===== src/rtl/asmi_pkg.sv =====
// Shared encodings and helpers for the ASMI access arbiter.
package asmi_pkg;

  localparam int unsigned ASMI_ADDR_W = 24;
  localparam int unsigned PAGE_BYTES  = 256;
  localparam int unsigned CNT_W       = 9;

  localparam logic [1:0] CMD_READ    = 2'd0;
  localparam logic [1:0] CMD_ERASE   = 2'd1;
  localparam logic [1:0] CMD_WRITE   = 2'd2;
  localparam logic [1:0] CMD_ILLEGAL = 2'd3;

  typedef enum logic [3:0] {
    StIdle,
    StArbWait,
    StDecode,
    StErase,
    StWriteLoad,
    StWriteCmd,
    StReadCmd,
    StReadData,
    StWaitBusy,
    StFinish
  } state_e;

  // A length field of zero encodes a full page.
  function automatic logic [CNT_W-1:0] byte_target(input logic [CNT_W-1:0] len);
    return (len == '0) ? CNT_W'(PAGE_BYTES) : len;
  endfunction

endpackage


===== src/rtl/rr_arbiter2.sv =====
// Two-way round-robin pick; the pointer remembers the last requester served.
module rr_arbiter2 (
  input  logic       clk_i,
  input  logic       rst_i,
  input  logic [1:0] req_i,
  input  logic       update_i,
  input  logic       owner_i,
  output logic       pick_o
);

  logic last_q;

  // Reset value of 1 makes requester 0 win the first tie.
  always_ff @(posedge clk_i) begin
    if (rst_i) begin
      last_q <= 1'b1;
    end else if (update_i) begin
      last_q <= owner_i;
    end
  end

  always_comb begin
    pick_o = 1'b0;
    unique case (req_i)
      2'b01:   pick_o = 1'b0;
      2'b10:   pick_o = 1'b1;
      2'b11:   pick_o = ~last_q;
      default: pick_o = 1'b0;
    endcase
  end

endmodule


===== src/rtl/asmi_access_arbiter.sv =====
// Shares one ASMI/EPCS flash macro between the programmer and the readback reader,
// sequencing one erase, page write or read per grant.
module asmi_access_arbiter
  import asmi_pkg::*;
#(
  parameter int unsigned TIMEOUT_CYCLES = 25000000,
  parameter int unsigned BUSY_BLANK     = 2
) (
  input  logic                     clock,
  input  logic                     reset,
  input  logic [1:0]               req,
  input  logic [3:0]               cmd,
  input  logic [2*ASMI_ADDR_W-1:0] addr,
  input  logic [2*CNT_W-1:0]       len,
  input  logic [15:0]              wdata,
  input  logic [1:0]               wshift,
  output logic [1:0]               grant,
  output logic [1:0]               done,
  output logic [1:0]               err,
  output logic [7:0]               rdata,
  output logic [1:0]               rvalid,
  output logic [ASMI_ADDR_W-1:0]   asmi_addr,
  output logic                     asmi_wren,
  output logic                     asmi_sector_erase,
  output logic                     asmi_write,
  output logic                     asmi_shift_bytes,
  output logic [7:0]               asmi_datain,
  output logic                     asmi_read,
  output logic                     asmi_rden,
  input  logic [7:0]               asmi_dataout,
  input  logic                     asmi_data_valid,
  input  logic                     asmi_busy
);

  state_e                 state_q, state_d;
  logic                   owner_q, owner_d;
  logic [1:0]             cmd_q, cmd_d;
  logic [ASMI_ADDR_W-1:0] addr_q, addr_d;
  logic [CNT_W-1:0]       len_q, len_d;
  logic [CNT_W-1:0]       cnt_q, cnt_d;
  logic [31:0]            tmr_q, tmr_d;
  logic                   err_flag_q, err_flag_d;
  logic [1:0]             grant_q, grant_d;
  logic [1:0]             done_q, done_d;
  logic [1:0]             err_q, err_d;
  logic [7:0]             rdata_q, rdata_d;
  logic [1:0]             rvalid_q, rvalid_d;

  logic             pick;
  logic             rr_update;
  logic             own_wshift;
  logic [7:0]       own_wdata;
  logic [CNT_W-1:0] target;
  logic [CNT_W-1:0] cnt_inc;

  rr_arbiter2 u_rr (
    .clk_i    (clock),
    .rst_i    (reset),
    .req_i    (req),
    .update_i (rr_update),
    .owner_i  (owner_q),
    .pick_o   (pick)
  );

  assign own_wshift = wshift[owner_q];
  assign own_wdata  = owner_q ? wdata[15:8] : wdata[7:0];
  assign target     = byte_target(len_q);
  assign cnt_inc    = cnt_q + 9'd1;

  assign grant     = grant_q;
  assign done      = done_q;
  assign err       = err_q;
  assign rdata     = rdata_q;
  assign rvalid    = rvalid_q;
  assign asmi_addr = addr_q;

  always_comb begin
    state_d    = state_q;
    owner_d    = owner_q;
    cmd_d      = cmd_q;
    addr_d     = addr_q;
    len_d      = len_q;
    cnt_d      = cnt_q;
    tmr_d      = '0;
    err_flag_d = err_flag_q;
    grant_d    = grant_q;
    done_d     = '0;
    err_d      = '0;
    rdata_d    = rdata_q;
    rvalid_d   = '0;
    rr_update  = 1'b0;

    asmi_wren         = 1'b0;
    asmi_sector_erase = 1'b0;
    asmi_write        = 1'b0;
    asmi_shift_bytes  = 1'b0;
    asmi_datain       = '0;
    asmi_read         = 1'b0;
    asmi_rden         = 1'b0;

    unique case (state_q)
      StIdle: begin
        if (|req) begin
          owner_d    = pick;
          cmd_d      = pick ? cmd[3:2] : cmd[1:0];
          addr_d     = pick ? addr[2*ASMI_ADDR_W-1:ASMI_ADDR_W] : addr[ASMI_ADDR_W-1:0];
          len_d      = pick ? len[2*CNT_W-1:CNT_W] : len[CNT_W-1:0];
          grant_d    = pick ? 2'b10 : 2'b01;
          cnt_d      = '0;
          err_flag_d = 1'b0;
          state_d    = StArbWait;
        end
      end
      // Also covers a flash operation still running internally across a reset.
      StArbWait: begin
        if (!asmi_busy) state_d = StDecode;
      end
      StDecode: begin
        case (cmd_q)
          CMD_READ:  state_d = StReadCmd;
          CMD_ERASE: state_d = StErase;
          CMD_WRITE: state_d = StWriteLoad;
          default: begin
            err_flag_d = 1'b1;
            state_d    = StFinish;
          end
        endcase
      end
      StErase: begin
        asmi_wren         = 1'b1;
        asmi_sector_erase = 1'b1;
        state_d           = StWaitBusy;
      end
      StWriteLoad: begin
        asmi_wren   = 1'b1;
        asmi_datain = own_wdata;
        if (own_wshift) begin
          asmi_shift_bytes = 1'b1;
          cnt_d            = cnt_inc;
          if (cnt_inc == target) state_d = StWriteCmd;
        end
      end
      StWriteCmd: begin
        asmi_wren  = 1'b1;
        asmi_write = 1'b1;
        state_d    = StWaitBusy;
      end
      StReadCmd: begin
        asmi_read = 1'b1;
        asmi_rden = 1'b1;
        state_d   = StReadData;
      end
      StReadData: begin
        asmi_rden = 1'b1;
        if (asmi_data_valid) begin
          rdata_d  = asmi_dataout;
          rvalid_d = grant_q;
          cnt_d    = cnt_inc;
          if (cnt_inc == target) state_d = StWaitBusy;
        end
      end
      // tmr_q counts cycles already spent here; busy is not trusted right after the strobe.
      StWaitBusy: begin
        tmr_d = tmr_q + 32'd1;
        if ((tmr_q >= BUSY_BLANK) && !asmi_busy) begin
          state_d = StFinish;
        end else if (tmr_q == TIMEOUT_CYCLES - 1) begin
          err_flag_d = 1'b1;
          state_d    = StFinish;
        end
      end
      StFinish: begin
        done_d    = grant_q;
        err_d     = err_flag_q ? grant_q : 2'b00;
        grant_d   = '0;
        rr_update = 1'b1;
        state_d   = StIdle;
      end
      default: state_d = StIdle;
    endcase
  end

  always_ff @(posedge clock) begin
    if (reset) begin
      state_q    <= StIdle;
      owner_q    <= 1'b0;
      cmd_q      <= CMD_READ;
      addr_q     <= '0;
      len_q      <= '0;
      cnt_q      <= '0;
      tmr_q      <= '0;
      err_flag_q <= 1'b0;
      grant_q    <= '0;
      done_q     <= '0;
      err_q      <= '0;
      rdata_q    <= '0;
      rvalid_q   <= '0;
    end else begin
      state_q    <= state_d;
      owner_q    <= owner_d;
      cmd_q      <= cmd_d;
      addr_q     <= addr_d;
      len_q      <= len_d;
      cnt_q      <= cnt_d;
      tmr_q      <= tmr_d;
      err_flag_q <= err_flag_d;
      grant_q    <= grant_d;
      done_q     <= done_d;
      err_q      <= err_d;
      rdata_q    <= rdata_d;
      rvalid_q   <= rvalid_d;
    end
  end

endmodule


===== config.mk =====
export PLATFORM = sky130hd
export DESIGN_NAME = asmi_access_arbiter
export DESIGN_NICKNAME = d
export VERILOG_FILES = /design/src/rtl/asmi_pkg.sv /design/src/rtl/rr_arbiter2.sv /design/src/rtl/asmi_access_arbiter.sv
export SDC_FILE = /design/constraint.sdc
export NUM_CORES = 1
export LEC_CHECK = 0
export ABC_AREA = 0
export CORE_MARGIN = 10
export CORE_UTILIZATION = 57
export DETAILED_ROUTE_END_ITERATION = 8
export DONT_BUFFER_PORTS = 1
export MAX_ROUTING_LAYER = met4
export PLACE_DENSITY = 0.7
export SLEW_MARGIN = 20
export SYNTH_ARGS = -nofsm -noshare
export SYNTH_HDL_FRONTEND = slang
export SYNTH_SLANG_ARGS = --single-unit

===== constraint.sdc =====
create_clock -name clock -period 2.8 [get_ports clock]
set_input_delay 0.28 -clock clock [delete_from_list [all_inputs] [get_ports clock]]
set_output_delay 0.28 -clock clock [all_outputs]
set_load 0.005 [all_outputs]

## Word level (Yosys, flattened, before mapping)

Cells that the tools add are included.

- Bits in registers: 99
- Input port bits: 102
- Output and inout port bits: 54
- Word-level logic and storage cells: 111

- Add/subtract/negate cells: 2
- $lt $le $gt $ge: 2
- Equality and inequality tests: 25
- Mux-type cells: 39
- Bitwise operators: 6
- Reductions and logical operators: 23

Operator list:

| kind | number |
|---|---|
| 9-bit two-way mux | 5 |
| 32-bit by 1-bit adder with 32-bit output (second input constant) | 1 |
| 32-bit by 25-bit == test with 1-bit output (second input constant) | 1 |
| 32-bit by 2-bit >= comparator with 1-bit output (second input constant) | 1 |
| 4-bit two-way mux | 8 |
| 4-bit case mux with 8 select lines | 1 |
| 9-bit case mux with 3 select lines | 1 |
| 24-bit two-way mux | 1 |
| 2-bit inequality test (second input constant) | 9 |
| 4-bit by 3-bit == test with 1-bit output (second input constant) | 4 |
| 8-bit two-way mux | 2 |
| 1-bit two-way mux | 14 |
| 4-bit case mux with 3 select lines | 1 |
| 3-bit OR reduction | 4 |
| 2-bit OR reduction | 5 |
| 9-bit by 1-bit adder with 9-bit output (second input constant) | 1 |
| 9-bit == test | 1 |
| 9-bit logical NOT | 1 |
| 4-bit by 2-bit == test with 1-bit output (second input constant) | 2 |
| 4-bit == test (second input constant) | 2 |
| 7-bit AND reduction | 1 |
| 2-bit == test (second input constant) | 3 |
| 2-bit two-way mux | 3 |
| 1-bit inverter | 6 |
| other kinds (16) | 19 |

## Logic depth before layout (Yosys ltp)

Gate-level depths: netlist of run 1.

- Depth in word-level cells: 6
- Depth in mapped cells: 8
- Depth with buffers taken out: 8

## By module

Synthesis of run 1 repeated with hierarchy kept, for this count alone.

- Cell total of the unflattened synthesis: 573
- Area, all modules: 4894.7 µm²

By module, submodules not included:

| module | instances | cells each | area an instance (µm²) | seq. area each (µm²) |
|---|---|---|---|---|
| asmi_access_arbiter | 1 | 569 | 4852.2 | 1961.9 |
| rr_arbiter2 | 1 | 4 | 42.5 | 20.0 |

## Worst setup path after synthesis of run 1

No wires, ideal clock.

- Kind: reg2reg
- Start point: register cnt_q[0]
- End point: register state_q[1]
- Library setup time: 0.121 ns
- Arrival: 1.886 ns
- Required time: 2.679 ns
- Slack: 0.793 ns
- Cell stages (with the launch flop): 7
- Path buffers: 0
- Clock period less this slack: 2.007 ns
- Path through: dfxtp_1 ha_1 nand3_1 o31a_1 a211oi_1 o211ai_2 mux2_4

- Longest elaborated chain between the ends: 4
- Elaborated cells between the ends (all ways): 5
- Those cells by class: 1 x add/sub; 3 x eq/ne; 1 x reduce/logical

RTL lines:

| item | RTL line | text |
|---|---|---|
| start, declared | asmi_access_arbiter.sv:40 | `logic [CNT_W-1:0] cnt_q, cnt_d;` |
| start signal, assigned | asmi_access_arbiter.sv:204 | `cnt_q <= cnt_d;` |
| 9-bit by 1-bit adder with 9-bit output (*) | asmi_access_arbiter.sv:68 | `assign cnt_inc = cnt_q + 9'd1;` |
| 9-bit == test (*) | asmi_access_arbiter.sv:140, asmi_access_arbiter.sv:159 |  |
| 2-bit inequality test (no source line) | n/a |  |
| 7-bit AND reduction (no source line) (*) | n/a |  |
| end signal, assigned | asmi_access_arbiter.sv:185 | `state_q <= StIdle;` |
| end signal, assigned | asmi_access_arbiter.sv:199 | `state_q <= state_d;` |
| end, declared | asmi_access_arbiter.sv:35 | `state_e state_q, state_d;` |

Every way passes the cells marked *; elsewhere a longest branch is shown, timed or not.
A chain may end at the register's enable or synchronous reset.

## Worst setup path after layout of run 1

- Start point: register state_q[3]
- End point: register state_q[1]

- Longest elaborated chain between the ends: 3
- Elaborated cells between the ends (all ways): 19
- Those cells by class: 15 x eq/ne; 1 x mux; 3 x reduce/logical

RTL lines:

| item | RTL line | text |
|---|---|---|
| 4-bit == test (tied with other cells) | asmi_access_arbiter.sv:101 | `unique case (state_q)` |
| 3-bit inequality test (no source line) (tied with other cells) | n/a |  |
| 7-bit AND reduction (no source line) / 4-bit case mux with 8 select lines (equally long branches) | n/a |  |

Several ways; a longest one is shown, not always the timed one.

==> results.py, run 1 <==
metrics = {
    "logic_synthesis": {
        "synth_area_um2": 4820,
        "synth_top_area_cell": "dfxtp_1",
        "ys_seq_area_share_pct": 41.1,
        "synth_cells": 552,
        "synth_edf_count": 0,
        "syn-mean-instance-area_um2": 8.73,
        "synth_seq_cells": 99,
        "synthDistinctLibCells": 55,
        "synth.yosys.warnings": 0,
        "syn-num-nets": 657,
        "ys.flop_type": "dfxtp_1",
        "synth_top_area_share_pct": 41.1,
        "netlist_top_cells_area": "dfxtp_1, mux2i_1, nor2_1",
        "synthArstFlopShare_pct": 0,
    },
    "route": {
        "antenna_left": 0,
        "drt-initial-drc-count": 208,
        "vias": 3804,
        "drtPass1Iterations": 4,
        "via_per_inst": 5.88,
        "drc": 0,
        "wl_per_cell_um": 17.9,
        "wl_um": 11600,
    },
    "die": {
        "design.core.area_um2": 8220,
        "rows": 33,
        "die_area_um2": 12500,
        "die_h_um": 112,
        "design.portCount": 156,
        "die_x_um": 112,
        "initial_core_util_pct": 58.6,
    },
    "status": {
        "status": "complete, no violations",
    },
    "finish": {
        "final_core_util_pct": 62.1,
        "finalInstanceArea_um2": 5100,
        "fillers": 693,
        "regArea_um2": 1980,
        "area_growth_syn_to_layout_pct": 5.97,
        "diodes": 0,
        "multiInputGateArea_um2": 2670,
        "layout-drive-gt1-share_pct": 5.90,
        "final_nets": 642,
    },
    "global_route": {
        "first_global_vias": 3724,
        "antenna_found_initial": 0,
        "grt-ovfl-total": 0,
        "grt_start_max_net_pins": 68,
        "grt_pass1_wl_um": 18600,
        "grt_usage_pct": 18.1,
    },
    "critical_path": {
        "cp_max_fo": 13,
        "start_kind": "flop",
        "crit_chain": "or4b_1 -> o32a_1 -> nand2_1 -> a211oi_1 -> o211ai_2 -> mux2_4",
        "slowest_stage": "dfxtp_1",
        "cp_num_buf_inv": 0,
        "path_delay_family": "compound AO/OA/AOI/OAI gates",
        "end_kind": "flop",
        "worstSetupPathType": "flop to flop",
        "critPathMaxStageDelay_ns": 0.56,
        "arrival_ns": 2.56,
        "worstPathRequired_ns": 3.06,
    },
    "placement": {
        "pre_cts_slack_ns": 0.532,
        "io_buffer_count": 0,
        "dp_hpwl_um": 8640,
        "placed_cell_area_um2": 4870,
        "routabilityCongestion": 0.889,
    },
    "sta": {
        "min_period_ns": 2.30,
        "finalSetupViolCount": 0,
        "maxSlewHeadroom_pct": 63.7,
        "slew_violations": 0,
        "min_period_over_period_pct": 82.1,
        "max_freq_mhz": 435,
        "rsz0062_at_grt": "false",
        "setup_tns_ns": 0,
        "tightest_slew_ns": 0.541,
        "finalHoldViolCount": 0,
        "clock-skew-final_ns": 0.0111,
        "finalWorstSetupSlack_ns": 0.500,
    },
    "cts": {
        "cts.sinks": 99,
        "cts_tree": "yes",
        "cts-root-buf": "clkbuf_8",
        "insertion_delay_ns": 0.36,
        "cts.htree.levels": 3,
        "clk_path_buf_depth": 2,
        "clkSlewWorstSetupHoldPaths_ns": 0.10,
        "cts_buffers": 9,
    },
    "flow_run": {
        "cap_violations": 0,
    },
    "power": {
        "leakagePower_nw": 1.87,
        "pwr_density_cell_nw_per_um2": 831,
        "ir_drop_mv": 0.507,
        "power_mw": 4.24,
    },
    "hold_path": {
        "hold_class": "input port to flop",
    },
}
[cell usage in the layout (no fill, tap or decap), types with 2 or more instances in the layout]
cell,instances
a21oi_1,17
nand2_1,25
and3_1,12
nor4_1,10
inv_1,6
a211oi_1,38
nor3_1,12
nor2b_1,4
or4_1,3
a31oi_1,3
nor2_1,109
o21ai_0,16
dfxtp_1,99
clkbuf_8,10
xor2_1,27
and2_1,5
nand2b_1,3
nand3_1,18
nor3b_1,3
nand4_1,8
and4_1,3
buf_12,2
nand3b_1,2
mux2i_1,53
clkinv_4,2
buf_4,2
ha_1,3
xnor2_1,10
or3_1,7
[final cells by class]
cell class / instances / share of cell area, %
clock buffer: 10 / 2.70
clock inverter: 6 / 1.42
inverter: 7 / 0.515
multi-input combinational: 415 / 52.4
sequential: 99 / 38.8
tap: 105 / 2.57
timing repair buffer: 5 / 1.62
[per-layer routing]
layer	vias to the layer above	routed length (um)	GRT usage, %
li1	1936	-	-
met1	1722	5220	22.2
met2	139	5400	28.4
met3	7	919	5.37
met4	0	69	4.57
met5	-	0	-
[worst paths after layout]
| kind | start | to | slack, ns | depth (start not counted) |
|---|---|---|---|---|
| min | reset | u_rr.last_q | 0.02 | 1 |
| min reg2reg | cnt_q[8] | cnt_q[8] | 0.51 | 2 |
| max | state_q[3] | state_q[1] | 0.50 | 6 |
| max reg2reg | state_q[3] | state_q[1] | 0.50 | 6 |
[kinds of logic after synthesis]
| group | after synthesis | share of synthesized area [%] |
|---|---|---|
| xor+xnor | 38 | 7.19 |
| simple gates | 231 | 23.0 |
| mux | 55 | 11.6 |
| fa+ha+maj | 3 | 0.779 |
| buf+inv | 38 | 3.77 |
| flops | 99 | 41.1 |
| compound gates | 88 | 12.5 |
[synthesized netlist by cell type (4+ instances only)]
master,number
and2_1,5
o21ai_0,16
nand4_1,8
dfxtp_1,99
buf_2,6
nor2_1,109
nand2_1,25
nor3_1,12
a211oi_1,38
nor2b_1,5
xor2_1,27
a21oi_1,17
nand3_1,18
buf_1,4
nor4_1,10
xnor2_1,10
clkbuf_1,13
mux2i_1,53
or3_1,7
and3_1,12
buf_4,6
inv_1,6
[metrics by stage]
| stage | hold WS [ns] | instances |
|---|---|---|
| floorplan | 0.424 | 552 |
| global placement | 0.362 | 630 |
| detailed placement | 0.368 | 630 |
| CTS | 0.00902 | 647 |
| global route | 0.0105 | 647 |
| finish | 0.0236 | 647 |
[worst register-to-register path, cell delays in order, from the launching register on]
cell and delay, ns:
dfxtp_1 0.56, or4b_1 0.36, o32a_1 0.28, nand2_1 0.10, a211oi_1 0.34, o211ai_2 0.23, mux2_4 0.34
[repair_timing]
item,CTS,global route
hold endpoints to repair,59,0
gates resized for setup,0,0
hold buffers,1,0
buffers inserted,0,0
[power by group]
group / switching (mW) / leakage [nW] / internal, mW / total, mW
registers: 0.301 / 0.808 / 1.69 / 1.99
logic: 0.753 / 0.951 / 0.549 / 1.30
clock network: 0.505 / 0.109 / 0.449 / 0.954
total: 1.56 / 1.87 / 2.69 / 4.24
[state kept, by name, summed over array words and instances (netlist names), 4 cells and up]
signal,cells
asmi_addr,24
cnt_q,9
len_q,9
rdata,8
state_q,4
tmr_q,32
No activity file was read; power rests on OpenSTA's default activity.
==> run 2: changes to the inputs <==
--- a/config.mk
+++ b/config.mk
@@ -11,7 +11,7 @@
 export DETAILED_ROUTE_END_ITERATION = 8
 export DONT_BUFFER_PORTS = 1
 export MAX_ROUTING_LAYER = met4
-export PLACE_DENSITY = 0.7
+export PLACE_DENSITY = 0.73
 export SLEW_MARGIN = 20
 export SYNTH_ARGS = -nofsm -noshare
 export SYNTH_HDL_FRONTEND = slang
==> constraint.sdc (replaced) <==
create_clock -name clock -period 2.05 [get_ports clock]
set_input_delay 0.205 -clock clock [delete_from_list [all_inputs] [get_ports clock]]
set_output_delay 0.205 -clock clock [all_outputs]
set_load 0.005 [all_outputs]
==> run 2 against run 1 <==
Net effect: sequential power grew 36%; register-to-register slack lost 0.40 ns; combinational power is 53% higher; flip-flop and latch count unchanged; power increased by 46%; count of clock-buffer cells in the layout stayed put.
==> results.py, run 2 (synthesized netlist as in run 1, its figures left out) <==
metrics = {
    "die": {
        "initial_core_util_pct": 58.6,
        "die_area_um2": 12500,
        "rows": 33,
        "die_x_um": 112,
        "design.core.area_um2": 8220,
        "design.portCount": 156,
        "die_h_um": 112,
    },
    "finish": {
        "area_growth_syn_to_layout_pct": 11.3,
        "layout-drive-gt1-share_pct": 9.73,
        "top_register": "tmr_q",
        "largest_reg_flops": 32,
        "final_nets": 665,
        "diodes": 0,
        "fin_cells": 670,
        "mostFrequentLayoutCell": "nor2_1",
        "final_cell_mix": "nor2_1, dfxtp_1, mux2i_1",
    },
    "sta": {
        "finalHoldViolCount": 0,
        "whs_ns": 0.0453,
        "tightest_slew_ns": 0.550,
        "maxSlewHeadroom_pct": 63.2,
        "min_period_over_period_pct": 95.0,
        "setup_tns_ns": 0,
        "slew_violations": 0,
        "min_period_ns": 1.95,
        "max_freq_mhz": 513,
        "rsz0062_at_grt": "true",
        "clock-skew-final_ns": 0.00861,
        "finalSetupViolCount": 0,
    },
    "placement": {
        "io_buffer_count": 0,
        "dp_hpwl_um": 9360,
        "dp_cells": 646,
        "routabilityCongestion": 0.897,
    },
    "critical_path": {
        "rrSetupSlack_ns": 0.10,
        "reg2reg_depth": 6,
        "r2r_end": "tmr_q[31]",
        "r2r-start": "tmr_q[6]",
        "arrival_ns": 2.18,
        "start_kind": "flop",
        "end_kind": "flop",
        "crit_path_end": "tmr_q[31]",
        "worstSetupPathType": "flop to flop",
        "startpoint": "tmr_q[6]",
        "cp_max_fo": 5,
        "worstPathRequired_ns": 2.28,
    },
    "cts": {
        "cts_tree": "yes",
        "cts.htree.levels": 3,
        "clkSlewWorstSetupHoldPaths_ns": 0.09,
        "cts-root-buf": "clkbuf_8",
        "cts.sinks": 99,
        "cts_setup_buffers": 0,
        "insertion_delay_ns": 0.35,
        "cts_buffers": 9,
        "clk_path_buf_depth": 2,
    },
    "power": {
        "leakagePower_nw": 1.99,
        "p_int_mw": 4.02,
        "pwr_density_cell_nw_per_um2": 1160,
        "sequentialPowerShare_pct": 43.5,
        "power_mw": 6.20,
        "p_clk_share_pct": 24.4,
        "ir_drop_mv": 0.604,
        "p_comb_share_pct": 32.1,
        "p_switching_mw": 2.18,
        "p_sw_share_pct": 35.2,
    },
    "route": {
        "antenna_left": 0,
        "vias": 4035,
        "wl_per_cell_um": 18.5,
        "via_per_inst": 6.02,
        "drtPass1Iterations": 4,
        "wl_um": 12400,
        "drc": 0,
        "drt-initial-drc-count": 257,
    },
    "global_route": {
        "grt_usage_pct": 19.5,
        "antenna_found_initial": 0,
        "grt_start_max_net_pins": 71,
        "first_global_vias": 3909,
        "grt_pass1_wl_um": 20100,
        "grt-ovfl-total": 0,
    },
    "flow_run": {
        "cap_violations": 0,
    },
    "hold_path": {
        "hold_class": "input port to flop",
    },
    "status": {
        "status": "complete, no violations",
    },
}
run 2: cell count changes in the layout (fill, tap and decap cells not counted), moves of 2 or more:
cell	change
dfxtp_1	-4
clkinv_4	-2
dfxtp_2	+4
buf_4	+16
dlygate4sd3_1	+7
bufinv_16	+2
run 2: worst min-delay path by stage:
stage | slack (ns) | end | cells after the start | start
after floorplan | 0.35 | rdata[0] | 2 | asmi_dataout[0]
after global placement | 0.29 | cnt_q[8] | 1 | reset
after detailed placement | 0.29 | rdata[2] | 1 | reset
after CTS | 0.03 | rdata[4] | 2 | asmi_dataout[4]
after global routing | 0.04 | state_q[2] | 2 | reset
final | 0.05 | state_q[0] | 2 | reset
run 2: power by group through the flow:
stage | Clock, mW | Sequential [mW] | Combinational [mW]
3_3_place_gp | 0 | 2.73 | 1.88
5_1_grt | 1.62 | 2.77 | 2.23
6_report | 1.51 | 2.70 | 1.99
2_1_floorplan | 0 | 2.59 | 1.59
4_1_cts | 1.54 | 2.70 | 1.98
3_5_place_dp | 0 | 2.74 | 1.94
run 2: metrics by stage:
stage | utilization, % | setup WS, ns | instance area [um2]
after floorplan | - | 0.0425 | 4820
after global placement | 60.7 | 0.0698 | 4990
after detailed placement | 60.7 | -0.0394 | 4990
after CTS | 65.0 | 0.0345 | 5340
after global routing | 65.3 | -0.0373 | 5360
final | 65.3 | 0.102 | 5360
run 2: critical path, cell delays in order (launching register included):
cell	delay, ns
dfxtp_1	0.42
and3_1	0.25
nand4_1	0.27
nor4_2	0.51
nand3_1	0.16
xor2_1	0.17
nor2_1	0.06
run 2: final cells by class:
type	instances	area, um2
clock buffers	10	138
clock inverters	6	111
fillers	688	2850
inverters	7	26.3
multi-input cells	415	2700
flip-flops and latches	99	1990
well taps	105	131
repair buffers	28	273
run 2: timing repair:
action | CTS | global route
pin swaps | 0 | 1
hold buffers | 8 | 0
gates cloned | 0 | 0
endpoints found under the hold margin | 60 | 0
endpoints found under the setup margin | 3 | 6
gates resized for setup | 2 | 6
run 2: per-layer routing:
metal | GRT usage, % | share of wire [%] | vias to the layer above
li1 | - | - | 1969
met3 | 8.53 | 12 | 6
met2 | 30.6 | 46 | 205
met1 | 22.4 | 41 | 1855
met4 | 4.99 | 0.72 | 0
met5 | - | 0 | -
